## config.mk

```make
export PLATFORM = sky130hd
export DESIGN_NAME = taus_urng_sched
export DESIGN_NICKNAME = d
export VERILOG_FILES = /design/src/rtl/taus_pkg.sv /design/src/rtl/taus_core.sv /design/src/rtl/taus_urng_sched.sv
export SDC_FILE = /design/constraint.sdc
export NUM_CORES = 1
export LEC_CHECK = 0
export BUFFER_PORTS_ARGS = -buffer_cell sky130_fd_sc_hd__buf_2
export CAP_MARGIN = 20
export CORE_UTILIZATION = 56
export CTS_CLUSTER_DIAMETER = 40
export DETAILED_ROUTE_END_ITERATION = 16
export GPL_ROUTABILITY_DRIVEN = 0
export PLACE_DENSITY_LB_ADDON = 0.12
export SETUP_SLACK_MARGIN = 0.15
export SYNTH_ARGS = -nofsm -noshare
export SYNTH_HDL_FRONTEND = slang
export SYNTH_SLANG_ARGS = --single-unit
```

## constraint.sdc

```tcl
create_clock -name clk -period 3.8 [get_ports clk]
set_clock_uncertainty 0.2 [all_clocks]
set_input_delay 0.38 -clock clk [delete_from_list [all_inputs] [get_ports clk]]
set_output_delay 0.38 -clock clk [all_outputs]
set_load 0.03 [all_outputs]
```

## src/rtl/taus_pkg.sv

```systemverilog
// rtl/taus_pkg.sv - shared constants, state type and seed check for the Tausworthe URNG
package taus_pkg;

  // Low bits cleared before each component's feedback shift.
  localparam logic [31:0] MASK0 = 32'hFFFF_FFFE;
  localparam logic [31:0] MASK1 = 32'hFFFF_FFF8;
  localparam logic [31:0] MASK2 = 32'hFFFF_FFF0;

  // Per-component shifts: (a) pre-xor left, (b) feedback right, (c) masked left.
  localparam int SH0A = 13;
  localparam int SH0B = 19;
  localparam int SH0C = 12;
  localparam int SH1A = 2;
  localparam int SH1B = 25;
  localparam int SH1C = 4;
  localparam int SH2A = 3;
  localparam int SH2B = 11;
  localparam int SH2C = 17;

  // Smaller seeds collapse a component into a degenerate all-zero cycle.
  localparam logic [31:0] SEED1_MIN = 32'd2;
  localparam logic [31:0] SEED2_MIN = 32'd8;
  localparam logic [31:0] SEED3_MIN = 32'd16;

  typedef enum logic [1:0] {
    UNSEEDED,
    WARM,
    RUN
  } state_e;

  function automatic logic seeds_legal(input logic [31:0] a,
                                       input logic [31:0] b,
                                       input logic [31:0] c);
    return (a >= SEED1_MIN) && (b >= SEED2_MIN) && (c >= SEED3_MIN);
  endfunction

endpackage

```

## src/rtl/taus_core.sv

```systemverilog
// rtl/taus_core.sv - three-component 32-bit Tausworthe state with load and step
module taus_core
  import taus_pkg::*;
(
  input  logic        clk_i,
  input  logic        rst_ni,
  input  logic        load_i,
  input  logic        adv_i,
  input  logic [31:0] seed1_i,
  input  logic [31:0] seed2_i,
  input  logic [31:0] seed3_i,
  output logic [31:0] s0_o,
  output logic [31:0] s1_o,
  output logic [31:0] s2_o,
  output logic [31:0] out_next_o
);

  logic [31:0] s0_q, s1_q, s2_q;
  logic [31:0] s0_d, s1_d, s2_d;
  logic [31:0] n0, n1, n2;

  // One generator step from the current state; the output is what a step would produce.
  always_comb begin
    n0 = ((s0_q & MASK0) << SH0C) ^ (((s0_q << SH0A) ^ s0_q) >> SH0B);
    n1 = ((s1_q & MASK1) << SH1C) ^ (((s1_q << SH1A) ^ s1_q) >> SH1B);
    n2 = ((s2_q & MASK2) << SH2C) ^ (((s2_q << SH2A) ^ s2_q) >> SH2B);
    out_next_o = n0 ^ n1 ^ n2;
  end

  // Seed load wins over a step; otherwise the state holds.
  always_comb begin
    s0_d = s0_q;
    s1_d = s1_q;
    s2_d = s2_q;
    if (load_i) begin
      s0_d = seed1_i;
      s1_d = seed2_i;
      s2_d = seed3_i;
    end else if (adv_i) begin
      s0_d = n0;
      s1_d = n1;
      s2_d = n2;
    end
  end

  // Component state registers.
  always_ff @(posedge clk_i) begin
    if (!rst_ni) begin
      s0_q <= '0;
      s1_q <= '0;
      s2_q <= '0;
    end else begin
      s0_q <= s0_d;
      s1_q <= s1_d;
      s2_q <= s2_d;
    end
  end

  assign s0_o = s0_q;
  assign s1_o = s1_q;
  assign s2_o = s2_q;

endmodule

```

## src/rtl/taus_urng_sched.sv

```systemverilog
// rtl/taus_urng_sched.sv - seeds, warms up and round-robin shares one Tausworthe URNG
module taus_urng_sched
  import taus_pkg::*;
#(
  parameter int NREQ   = 4,
  parameter int WARMUP = 8,
  localparam int IDW   = $clog2(NREQ)
) (
  input  logic            clk,
  input  logic            reset,
  input  logic            seed_load,
  input  logic [31:0]     urng_seed1,
  input  logic [31:0]     urng_seed2,
  input  logic [31:0]     urng_seed3,
  input  logic [NREQ-1:0] req,
  output logic [NREQ-1:0] gnt,
  output logic            rnd_valid,
  output logic [31:0]     rnd_data,
  output logic [IDW-1:0]  rnd_id,
  output logic            ready,
  output logic            seed_err
);

  localparam logic [7:0] WARM_INIT = 8'(WARMUP);

  state_e          state_q, state_d;
  logic [7:0]      cnt_q, cnt_d;
  logic [IDW-1:0]  ptr_q, ptr_d;
  logic            err_q, err_d;
  logic            valid_q, valid_d;
  logic [31:0]     data_q, data_d;
  logic [IDW-1:0]  id_q, id_d;

  logic            core_load, core_adv, fire;
  logic [31:0]     core_out;
  logic [31:0]     core_s0, core_s1, core_s2;
  logic [95:0]     unused_core_state;

  logic [NREQ-1:0] scan;
  logic [IDW:0]    off, sum;
  logic            found;
  logic [IDW-1:0]  sel;

  taus_core u_core (
    .clk_i      (clk),
    .rst_ni     (reset),
    .load_i     (core_load),
    .adv_i      (core_adv),
    .seed1_i    (urng_seed1),
    .seed2_i    (urng_seed2),
    .seed3_i    (urng_seed3),
    .s0_o       (core_s0),
    .s1_o       (core_s1),
    .s2_o       (core_s2),
    .out_next_o (core_out)
  );

  assign unused_core_state = {core_s0, core_s1, core_s2};

  // Round-robin search: rotate req so the pointer sits at bit 0, take the first set bit.
  always_comb begin
    scan  = NREQ'({req, req} >> ptr_q);
    off   = '0;
    sum   = '0;
    found = 1'b0;
    sel   = '0;
    for (int i = 0; i < NREQ; i++) begin
      if (!found && scan[0]) begin
        found = 1'b1;
        sum   = {1'b0, ptr_q} + off;
        if (sum >= (IDW+1)'(NREQ)) sum = sum - (IDW+1)'(NREQ);
        sel   = sum[IDW-1:0];
      end
      scan = scan >> 1;
      off  = off + (IDW+1)'(1);
    end
  end

  // Sequencing: seed_load preempts everything; WARM burns steps; RUN grants.
  always_comb begin
    state_d   = state_q;
    cnt_d     = cnt_q;
    ptr_d     = ptr_q;
    err_d     = err_q;
    core_load = 1'b0;
    core_adv  = 1'b0;
    fire      = 1'b0;
    gnt       = '0;
    if (seed_load) begin
      if (seeds_legal(urng_seed1, urng_seed2, urng_seed3)) begin
        core_load = 1'b1;
        err_d     = 1'b0;
        cnt_d     = WARM_INIT;
        state_d   = (WARMUP == 0) ? RUN : WARM;
      end else begin
        err_d   = 1'b1;
        state_d = UNSEEDED;
      end
    end else begin
      unique case (state_q)
        WARM: begin
          core_adv = 1'b1;
          cnt_d    = cnt_q - 8'd1;
          if (cnt_q <= 8'd1) state_d = RUN;
        end
        RUN: begin
          if (found) begin
            fire     = 1'b1;
            gnt      = NREQ'(1) << sel;
            core_adv = 1'b1;
            ptr_d    = (sel == IDW'(NREQ - 1)) ? '0 : sel + IDW'(1);
          end
        end
        default: ;
      endcase
    end
  end

  // Delivered value is captured on the grant edge so it appears one cycle later.
  always_comb begin
    valid_d = fire;
    data_d  = fire ? core_out : data_q;
    id_d    = fire ? sel : id_q;
  end

  // Control and output registers.
  always_ff @(posedge clk) begin
    if (!reset) begin
      state_q <= UNSEEDED;
      cnt_q   <= '0;
      ptr_q   <= '0;
      err_q   <= 1'b0;
      valid_q <= 1'b0;
      data_q  <= '0;
      id_q    <= '0;
    end else begin
      state_q <= state_d;
      cnt_q   <= cnt_d;
      ptr_q   <= ptr_d;
      err_q   <= err_d;
      valid_q <= valid_d;
      data_q  <= data_d;
      id_q    <= id_d;
    end
  end

  assign rnd_valid = valid_q;
  assign rnd_data  = data_q;
  assign rnd_id    = id_q;
  assign ready     = (state_q == RUN);
  assign seed_err  = err_q;

endmodule

```

Yosys cells after proc, flatten, opt, wreduce, memory -nomap -nowiden
Index checks and enable logic that the tools add are counted.
- flip-flop bits (word level): 144
- input bits: 103
- output and inout port bits: 41
- word-level logic and storage cells: 93
- add/sub/neg operators: 9
- $lt $le $gt $ge: 8
- equality and inequality tests: 4
- shift-type cells: 2
- muxes and demuxes: 37
- bitwise operators: 9
- reductions and logical operators: 14
- operator list (cell ; number):
    32-bit 2-to-1 mux ; 6
    32-bit XOR ; 5
    32-bit by 2-bit >= comparator with 1-bit output, second input constant ; 1
    32-bit by 4-bit >= comparator with 1-bit output, second input constant ; 1
    32-bit by 5-bit >= comparator with 1-bit output, second input constant ; 1
    32-bit by 13-bit XOR with 32-bit output ; 1
    32-bit by 21-bit XOR with 32-bit output ; 1
    32-bit by 7-bit XOR with 32-bit output ; 1
    2-bit 2-to-1 mux ; 12
    8-bit 2-to-1 mux ; 3
    1-bit 2-to-1 mux ; 12
    4-bit 2-to-1 mux ; 3
    3-bit >= comparator, second input constant ; 3
    8-bit by 1-bit <= comparator with 1-bit output, second input constant ; 1
    8-bit by 2-bit right shift with 4-bit output ; 1
    2-bit by 1-bit subtractor with 2-bit output, second input constant ; 4
    8-bit by 1-bit subtractor with 8-bit output, second input constant ; 1
    2-bit by 2-bit adder with 3-bit output, second input constant ; 2
    2-bit nonzero test ; 3
    1-bit logical AND ; 5
    2-bit == test, second input constant ; 2
    2-bit AND reduction ; 2
    1-bit by 2-bit << shifter with 4-bit output, first input constant ; 1
    2-bit by 1-bit adder with 3-bit output, second input constant ; 1
    8 further kinds ; 10

Longest topological paths before layout
Gate-level depths: netlist of the first run.
- depth in word-level cells: 16
- depth in mapped cells: 10
- depth with buffers taken out: 7

Modules after synthesis
Synthesis of the first run repeated with hierarchy kept, for this count alone.
- cell total of the unflattened synthesis: 870
- area total of the unflattened synthesis: 7503.4 um^2
- by module, submodules not included (module ; times used ; cells an instance ; area each (um^2) ; sequential area each (um^2)):
    taus_core ; 1 ; 597 ; 5352.6 ; 1921.8
    taus_urng_sched ; 1 ; 273 ; 2150.8 ; 960.9

Least setup slack after synthesis of the first run
OpenSTA, ideal clock, no wires.
- path type: reg-to-output
- start point: register state_q[0]
- end point: output port gnt[0]
- arrival: 1785 ps
- required time: 3220 ps
- setup slack: 1435 ps
- stages on the path, launching flop included: 7
- buffers on the path: 2
- cells stage by stage: dfxtp_1 > inv_1 > ha_1 > and3b_1 > clkbuf_1 > clkbuf_1 > and2_1
- cells in the longest elaborated chain, start to end: 3
- RTL lines (item ; RTL line ; RTL):
    from (decl) ; taus_urng_sched.sv:26 ; state_e state_q, state_d;
    from (signal assigned) ; taus_urng_sched.sv:137 ; state_q <= state_d;
    2-bit == test ; n/a ;
    named net ready ; taus_urng_sched.sv:20 ; output logic ready,
    4-bit 2-to-1 mux ; taus_urng_sched.sv:100 ; unique case (state_q)
    4-bit 2-to-1 mux ; taus_urng_sched.sv:89 ; if (seed_load) begin
    to (decl) ; taus_urng_sched.sv:16 ; output logic [NREQ-1:0] gnt,
The timed path passes the listed nets, and every way through them passes these cells.

Worst setup path after layout of the first run
- start point: register state_q[0]
- end point: register u_core.s2_q[22] (netlist: u_core.s2_o[22])
- cells in the longest elaborated chain, start to end: 4
- elaborated cells on any way between the ends: 5
- those cells by class: 2 x eq/ne; 2 x mux; 1 x reduce/logical
- RTL lines (item ; RTL line ; RTL):
    2-bit == test or 2-bit by 1-bit == test with 1-bit output (tied branches) ; taus_urng_sched.sv:100 ;
    1-bit case mux with 2 select lines (*) ; taus_urng_sched.sv:100 ;
    1-bit 2-to-1 mux (*) ; taus_urng_sched.sv:89 ;
    2-bit nonzero test (no source line) (*) ; n/a ;
    to (signal assigned) ; taus_core.sv:51 ; s2_q <= '0;
    to (signal assigned) ; taus_core.sv:55 ; s2_q <= s2_d;
    to (decl) ; taus_core.sv:18 ; logic [31:0] s0_q, s1_q, s2_q;
Every way passes the cells marked *; elsewhere a longest branch is shown, timed or not.
A chain may end at the register's enable or synchronous reset.

==> impl_metrics.csv, run 1 <==
group,metric,value,unit
drt,routedWlPerCell,17.8,um
sta,maxSlewViolCount,0,
hold_path,worstHoldPathType,"primary input to register",
synthesis,post_synth_main_area_contributors,"sky130_fd_sc_hd__dfxtp_1 (38%), sky130_fd_sc_hd__xnor2_1 (12%), sky130_fd_sc_hd__nand2_1 (11%), sky130_fd_sc_hd__a311oi_2 (9.0%), sky130_fd_sc_hd__nor2_1 (4.7%)",
finish,final_cells,1154,
setup_path,timing_worst_setup_path_type,"register to register",
finish,fin_util,69.4,%
setup_path,rrSetupSlack,860,ps
power_and_ir_drop,vdd.ir_drop.worst,0.322,mV
floorplan,floorplan.die_area,13200,sq um
setup_path,timing.critical_path.required,3940,ps
job,maxCapViolCount,0,
clock_network,cts_buffers,17,
global_route,grt_pass1_wl,31900,um
clock_network,clk_pin_slew,60,ps
floorplan,effective_utilization_at_floorplan,58.4,%
place,pre_cts_ws,802,ps
synthesis,synth_top_area_cell,"sky130_fd_sc_hd__dfxtp_1",
clock_network,cts_max_level,4,
global_route,via_count_of_the_first_global_routing_pass,5975,
synthesis,postSynthAreaPerCell,8.21,sq um
sta,tns,0,ps
place,place_inst,1116,
power_and_ir_drop,cellPowerDensity,456,nW/um^2
setup_path,cp_slowest_cell,"sky130_fd_sc_hd__a21oi_4",
sta,maxSlewHeadroom,37.6,%
place,dp_hpwl,14800,um
finish,layout-drive-gt1-share,23.0,%
drt,drc,0,
floorplan,die_h,115,um
sta,post-route-period-util,77.5,%
synthesis,synth-edff-count,0,
setup_path,timing.rr.start,"state_q[0]$_SDFFE_PN0P_",
drt,vias_per_cell,5.71,
finish,number_of_nets_in_the_finished_design,1084,
setup_path,worst_r2r_path_depth,7,
synthesis,ys_seq_elements,136,
sta,report.final.hold_viol_count,0,
global_route,overflow,0,
clock_network,cts.sink_count,136,
synthesis,post-synth-top-count-cell,"sky130_fd_sc_hd__nand2_1",
drt,drt_pass1_iterations,5,
global_route,number_of_antenna_violations_at_the_first_check_in_global_routing,0,
hold_path,hp-start,"urng_seed3[6]",
hold_path,min_delay_path_depth,3,
drt,number_of_vias_in_the_routed_layout,6591,
sta,post-route-worst-setup-slack,856,ps
floorplan,std_cell_rows,40,
setup_path,critical_path_s_largest_stage_delay,900,ps
sta,rsz0062_at_grt,"false",
power_and_ir_drop,static_leak,0.00313,uW
synthesis,post_synth_net_total,983,
floorplan,die_width,115,um
drt,detail-route-antenna-nets,0,
finish,multi_input_comb_area,4080,sq um
floorplan,io-pin-count,144,
setup_path,cp-end-kind,"register",
synthesis,synth.distinct_cells,40,
setup_path,critical_path_peak_fanout,69,
clock_network,clockBufferDepth,2,
synthesis,count_of_yosys_warnings_during_synthesis,0,
place,numPortBuffers,135,
synthesis,synth_seq_area_share,38.0,%
synthesis,synthTopCellsByCount,"sky130_fd_sc_hd__nand2_1 (209), sky130_fd_sc_hd__dfxtp_1 (136), sky130_fd_sc_hd__xnor2_1 (97)",
global_route,gr-usage-all-layers,32.4,%
synthesis,share_of_the_synthesized_area_in_the_top_cell_type,38.0,%
status,status,"finished clean",
clock_network,clockRootBuffer,"sky130_fd_sc_hd__clkbuf_16",
finish,fill_cells,1051,
sta,finalWorstPathRequiredPeriod,2940,ps
drt,drt_first_iter_violations,708,
clock_network,cts_resized,0,
sta,max_freq,340,MHz
synthesis,netlist_instances,872,
setup_path,timing.critical_path.arrival,3080,ps
synthesis,synth.cell_area,7160,sq um
drt,wirelength,20500,um
synthesis,synth_ff_type,"sky130_fd_sc_hd__dfxtp_1",
finish,register_area,2720,sq um
setup_path,r2r-end,"u_core.s2_o[22]$_SDFFE_PN0P_",
finish,syn_to_final_growth,18.8,%
hold_path,hold_endpoint,"u_core.s2_o[6]$_SDFFE_PN0P_",
synthesis,ffs_w_async_s_r_synth,0,%
clock_network,cts_tree,"yes",
setup_path,crit_path_start_kind,"register",
setup_path,timing.critical_path.cells,"inv_1 -> ha_1 -> nand3b_1 -> a21oi_4 -> buf_12 -> nand2_1 -> a311oi_2",
global_route,grt_start_max_net_pins,70,
finish,antennaDiodeCount,0,
sta,finalSetupViolCount,0,
clock_network,clk-insertion-delay-late,430,ps
floorplan,floorplan.core_area,12300,sq um
sta,worst_slew_pin_slew,934,ps
-- critical path, delay by kind of cell (launching register included) --
family	cells	cell delay [ps]
compound gates	2	1140
flops	1	310
buf+inv	2	430
fa+ha+maj	1	200
simple gates	2	530
-- power breakdown --
group	internal, uW	switching, uW	leakage [uW]	total, uW
logic	272	382	0.00172	655
registers	1500	92.2	0.00112	1600
clock network	1010	622	0.000288	1630
total	2790	1100	0.00313	3880
-- kinds of logic after synthesis --
logic type | after synthesis | synth area share [%]
compound gates | 181 | 21.1
flops | 136 | 38.0
xor+xnor | 107 | 13.1
simple gates | 360 | 21.1
fa+ha+maj | 8 | 1.40
buf+inv | 80 | 5.38
-- worst max path at each step --
stage | startpoint | cells after the start | to
2_1_floorplan | state_q[0]$_SDFFE_PN0P_ | 6 | gnt[0]
3_3_place_gp | req[3] | 7 | u_core.s1_o[29]$_SDFFE_PN0P_
3_5_place_dp | req[0] | 7 | u_core.s2_o[22]$_SDFFE_PN0P_
4_1_cts | state_q[0]$_SDFFE_PN0P_ | 7 | u_core.s2_o[22]$_SDFFE_PN0P_
5_1_grt | state_q[0]$_SDFFE_PN0P_ | 7 | u_core.s1_o[30]$_SDFFE_PN0P_
6_report | state_q[0]$_SDFFE_PN0P_ | 7 | u_core.s2_o[22]$_SDFFE_PN0P_
-- flip-flops by register name (all words and copies together), names as in the netlist, 2 cells and up --
signal	cells
u_core.s2_o	28
cnt_q	8
u_core.s1_o	29
ptr_q	2
rnd_data	32
u_core.s0_o	31
rnd_id	2
state_q	2
-- metal layers --
metal	vias up	global-route usage (%)	wire (um)
met1	3063	43.2	9210
met3	45	6.59	1390
li1	3212	-	-
met2	271	50.2	9200
met4	0	15.3	705
met5	-	0	0
-- through the flow --
stage	area [sq um]	total power (uW)	hold slack (ps)
after detailed placement	7860	2260	242
after global routing	8510	4030	13.0
after global placement	7860	2250	238
final	8510	3880	8.34
after floorplan	7160	2040	223
after CTS	8510	3890	1.31
-- final cells by class --
cell class | count | share of cell area, %
flip-flops and latches | 136 | 32.0
clock buffers | 20 | 5.48
well taps | 168 | 2.47
multi-input cells | 656 | 47.9
inverters | 10 | 0.470
clock inverters | 12 | 1.47
repair buffers | 152 | 10.2
-- timing repair --
| item | 4_1_cts | 5_1_grt |
|---|---|---|
| setup buffers | 0 | 0 |
| hold endpoints to repair | 6 | 0 |
| hold buffers | 6 | 0 |
-- cells in the final DEF, fill, tap and decap left out, types with 4 or more instances in the layout --
master,Yosys,routed
sky130_fd_sc_hd__and2_1,5,5
sky130_fd_sc_hd__xor2_1,10,10
sky130_fd_sc_hd__clkbuf_16,0,17
sky130_fd_sc_hd__buf_4,13,7
sky130_fd_sc_hd__ha_1,8,8
sky130_fd_sc_hd__o211ai_1,33,33
sky130_fd_sc_hd__dfxtp_1,136,136
sky130_fd_sc_hd__nor4_1,20,20
sky130_fd_sc_hd__nor2_1,90,90
sky130_fd_sc_hd__o21ai_0,6,6
sky130_fd_sc_hd__dlygate4sd3_1,0,6
sky130_fd_sc_hd__nor3_1,10,10
sky130_fd_sc_hd__a211oi_1,12,12
sky130_fd_sc_hd__o31ai_1,4,4
sky130_fd_sc_hd__nand2_1,209,209
sky130_fd_sc_hd__a311oi_1,9,9
sky130_fd_sc_hd__nand4_1,4,4
sky130_fd_sc_hd__a21oi_1,65,64
sky130_fd_sc_hd__buf_2,11,135
sky130_fd_sc_hd__inv_1,10,9
sky130_fd_sc_hd__clkinv_2,0,5
sky130_fd_sc_hd__xnor2_1,97,97
sky130_fd_sc_hd__a311oi_2,43,43
sky130_fd_sc_hd__buf_12,0,4
No activity file was read; power rests on OpenSTA's default activity.
==> inputs of run 2 (changes only) <==
--- a/config.mk
+++ b/config.mk
@@ -7,7 +7,7 @@
 export LEC_CHECK = 0
 export BUFFER_PORTS_ARGS = -buffer_cell sky130_fd_sc_hd__buf_2
 export CAP_MARGIN = 20
-export CORE_UTILIZATION = 56
+export CORE_UTILIZATION = 50
 export CTS_CLUSTER_DIAMETER = 40
 export DETAILED_ROUTE_END_ITERATION = 16
 export GPL_ROUTABILITY_DRIVEN = 0
==> constraint.sdc (replaced) <==
create_clock -name clk -period 2.4 [get_ports clk]
set_clock_uncertainty 0.2 [all_clocks]
set_input_delay 0.24 -clock clk [delete_from_list [all_inputs] [get_ports clk]]
set_output_delay 0.24 -clock clk [all_outputs]
set_load 0.03 [all_outputs]
==> impl_metrics.csv, run 2 (synthesized netlist as in run 1, its figures left out) <==
group,metric,value,unit
drt,detail-route-antenna-nets,0,
setup_path,critical_path_peak_fanout,25,
drt,wirelength,24400,um
setup_path,worst_r2r_path_depth,7,
hold_path,worstHoldPathType,"primary input to register",
finish,number_of_nets_in_the_finished_design,1195,
sta,finalSetupViolCount,0,
global_route,gr-usage-all-layers,32.0,%
floorplan,floorplan.die_area,14800,sq um
drt,drt_first_iter_violations,669,
setup_path,r2r-end,"u_core.s1_o[17]$_SDFFE_PN0P_",
clock_network,clk_pin_slew,60,ps
global_route,grt_start_max_net_pins,122,
floorplan,die_h,122,um
clock_network,cts_max_level,4,
sta,max_freq,443,MHz
clock_network,clk-insertion-delay-late,430,ps
place,numPortBuffers,135,
finish,layout.cells.most_common,"sky130_fd_sc_hd__nand2_1",
setup_path,timing.rr.start,"state_q[1]$_SDFFE_PN0P_",
drt,drt_pass1_iterations,5,
job,maxCapViolCount,0,
drt,vias_per_cell,5.72,
floorplan,die_width,122,um
setup_path,rrSetupSlack,170,ps
finish,antennaDiodeCount,0,
sta,rsz0062_at_grt,"true",
drt,drc,0,
finish,largest_register_ffs,32,
global_route,number_of_antenna_violations_at_the_first_check_in_global_routing,0,
sta,report.final.hold_viol_count,0,
sta,worst_slew_pin_slew,626,ps
global_route,overflow,0,
clock_network,clockBufferDepth,2,
power_and_ir_drop,static_leak,0.00374,uW
finish,layout-drive-gt1-share,24.7,%
floorplan,io-pin-count,144,
sta,maxSlewViolCount,0,
power_and_ir_drop,vdd.ir_drop.worst,0.479,mV
clock_network,clockRootBuffer,"sky130_fd_sc_hd__clkbuf_16",
setup_path,crit_path_start_kind,"primary input",
clock_network,cts_buffers,17,
setup_path,timing_worst_setup_path_type,"primary input to register",
drt,routedWlPerCell,19.1,um
clock_network,cts_tree,"yes",
setup_path,cp-end-kind,"register",
floorplan,effective_utilization_at_floorplan,51.4,%
sta,post-route-worst-setup-slack,142,ps
place,dp_hpwl,15800,um
global_route,grt_pass1_wl,35500,um
status,status,"finished clean",
power_and_ir_drop,cellPowerDensity,683,nW/um^2
finish,syn_to_final_growth,38.2,%
drt,number_of_vias_in_the_routed_layout,7302,
finish,top_library_cells_by_usage_in_the_layout_fill_and_taps_aside,"sky130_fd_sc_hd__nand2_1 (209), sky130_fd_sc_hd__dfxtp_1 (134), sky130_fd_sc_hd__buf_2 (131), sky130_fd_sc_hd__xnor2_1 (97), sky130_fd_sc_hd__nor2_1 (90)",
sta,post-route-period-util,94.1,%
finish,fin_util,71.1,%
sta,finalWorstPathRequiredPeriod,2260,ps
place,pre_cts_ws,-83.6,ps
floorplan,std_cell_rows,43,
hold_path,hp-start,"urng_seed1[19]",
setup_path,worst_setup_path_endpoint,"u_core.s1_o[21]$_SDFFE_PN0P_",
sta,maxSlewHeadroom,58.2,%
setup_path,timing_startpoint_of_the_critical_path,"urng_seed3[16]",
floorplan,floorplan.core_area,13900,sq um
clock_network,cts.sink_count,136,
setup_path,timing.critical_path.required,2550,ps
global_route,via_count_of_the_first_global_routing_pass,6741,
setup_path,timing.critical_path.arrival,2400,ps
-- run 2: changes by cell type in the layout (fill, tap and decap cells not counted), sizes merged --
| cell | delta |
|---|---|
| dlygate4sd3 | +80 |
| buf | +22 |
| clkbuf | +7 |
| bufinv | +4 |
| clkinv | -2 |
| clkinvlp | -2 |
| nand3 | +1 |
-- run 2: through the flow --
| step | instances | TNS (ps) | hold slack, ps | instance area, sq um | power, uW |
|---|---|---|---|---|---|
| after floorplan | 872 | 0 | 119 | 7160 | 3230 |
| after global placement | 1145 | -139 | 236 | 8070 | 3620 |
| after detailed placement | 1145 | -1260 | 241 | 8070 | 3630 |
| after CTS | 1262 | 0 | 0.529 | 9600 | 6690 |
| after global routing | 1276 | 0 | 19.2 | 9900 | 6970 |
| final | 1276 | 0 | 11.8 | 9900 | 6770 |
-- run 2: report_power, final --
| part | switching, uW | internal (uW) |
|---|---|---|
| Clock | 1010 | 1970 |
| Combinational | 685 | 578 |
| Sequential | 143 | 2380 |
-- run 2: worst max-delay path: stages --
cell and delay, ps:
sky130_fd_sc_hd__dlygate4sd3_1 530, sky130_fd_sc_hd__buf_2 130, sky130_fd_sc_hd__nor4_1 340, sky130_fd_sc_hd__nand3_1 180
sky130_fd_sc_hd__o21a_4 270, sky130_fd_sc_hd__nand3_4 170, sky130_fd_sc_hd__clkbuf_16 250, sky130_fd_sc_hd__nor2_1 70
sky130_fd_sc_hd__a311oi_2 220
-- run 2: repair_timing --
action | 4_1_cts | 5_1_grt
hold buffers | 86 | 0
pin swaps | 0 | 5
setup buffers | 0 | 7
gates resized for setup | 3 | 29
hold endpoints to repair | 90 | 0
setup endpoints to repair | 4 | 96
cloned | 0 | 7
-- run 2: worst min path at each step --
| stage | to | depth (start not counted) |
|---|---|---|
| final | u_core.s0_o[19]$_SDFFE_PN0P_ | 3 |
| after global routing | u_core.s0_o[19]$_SDFFE_PN0P_ | 3 |
| after CTS | u_core.s0_o[19]$_SDFFE_PN0P_ | 3 |
| after detailed placement | rnd_data[25]$_SDFFE_PN0P_ | 2 |
| after global placement | rnd_data[25]$_SDFFE_PN0P_ | 2 |
| after floorplan | state_q[1]$_SDFFE_PN0P_ | 1 |
-- run 2: metal layers --
layer | vias up | share of wire (%) | GRT usage (%)
met2 | 344 | 47 | 51.7
met4 | 0 | 3.4 | 15.3
met5 | - | 0 | 0
li1 | 3436 | - | -
met1 | 3465 | 42 | 40.5
met3 | 57 | 7.3 | 6.84
-- run 2: final cells by class --
class                           instances  area [sq um]
Sequential cell                       136          2730
Clock buffer                           19           443
Inverter                               10          40.0
Tap cell                              180           225
Timing Repair Buffer                  262          2090
Fill cell                            1111          4030
Multi-Input combinational cell        657          4150
Clock inverter                         12           224
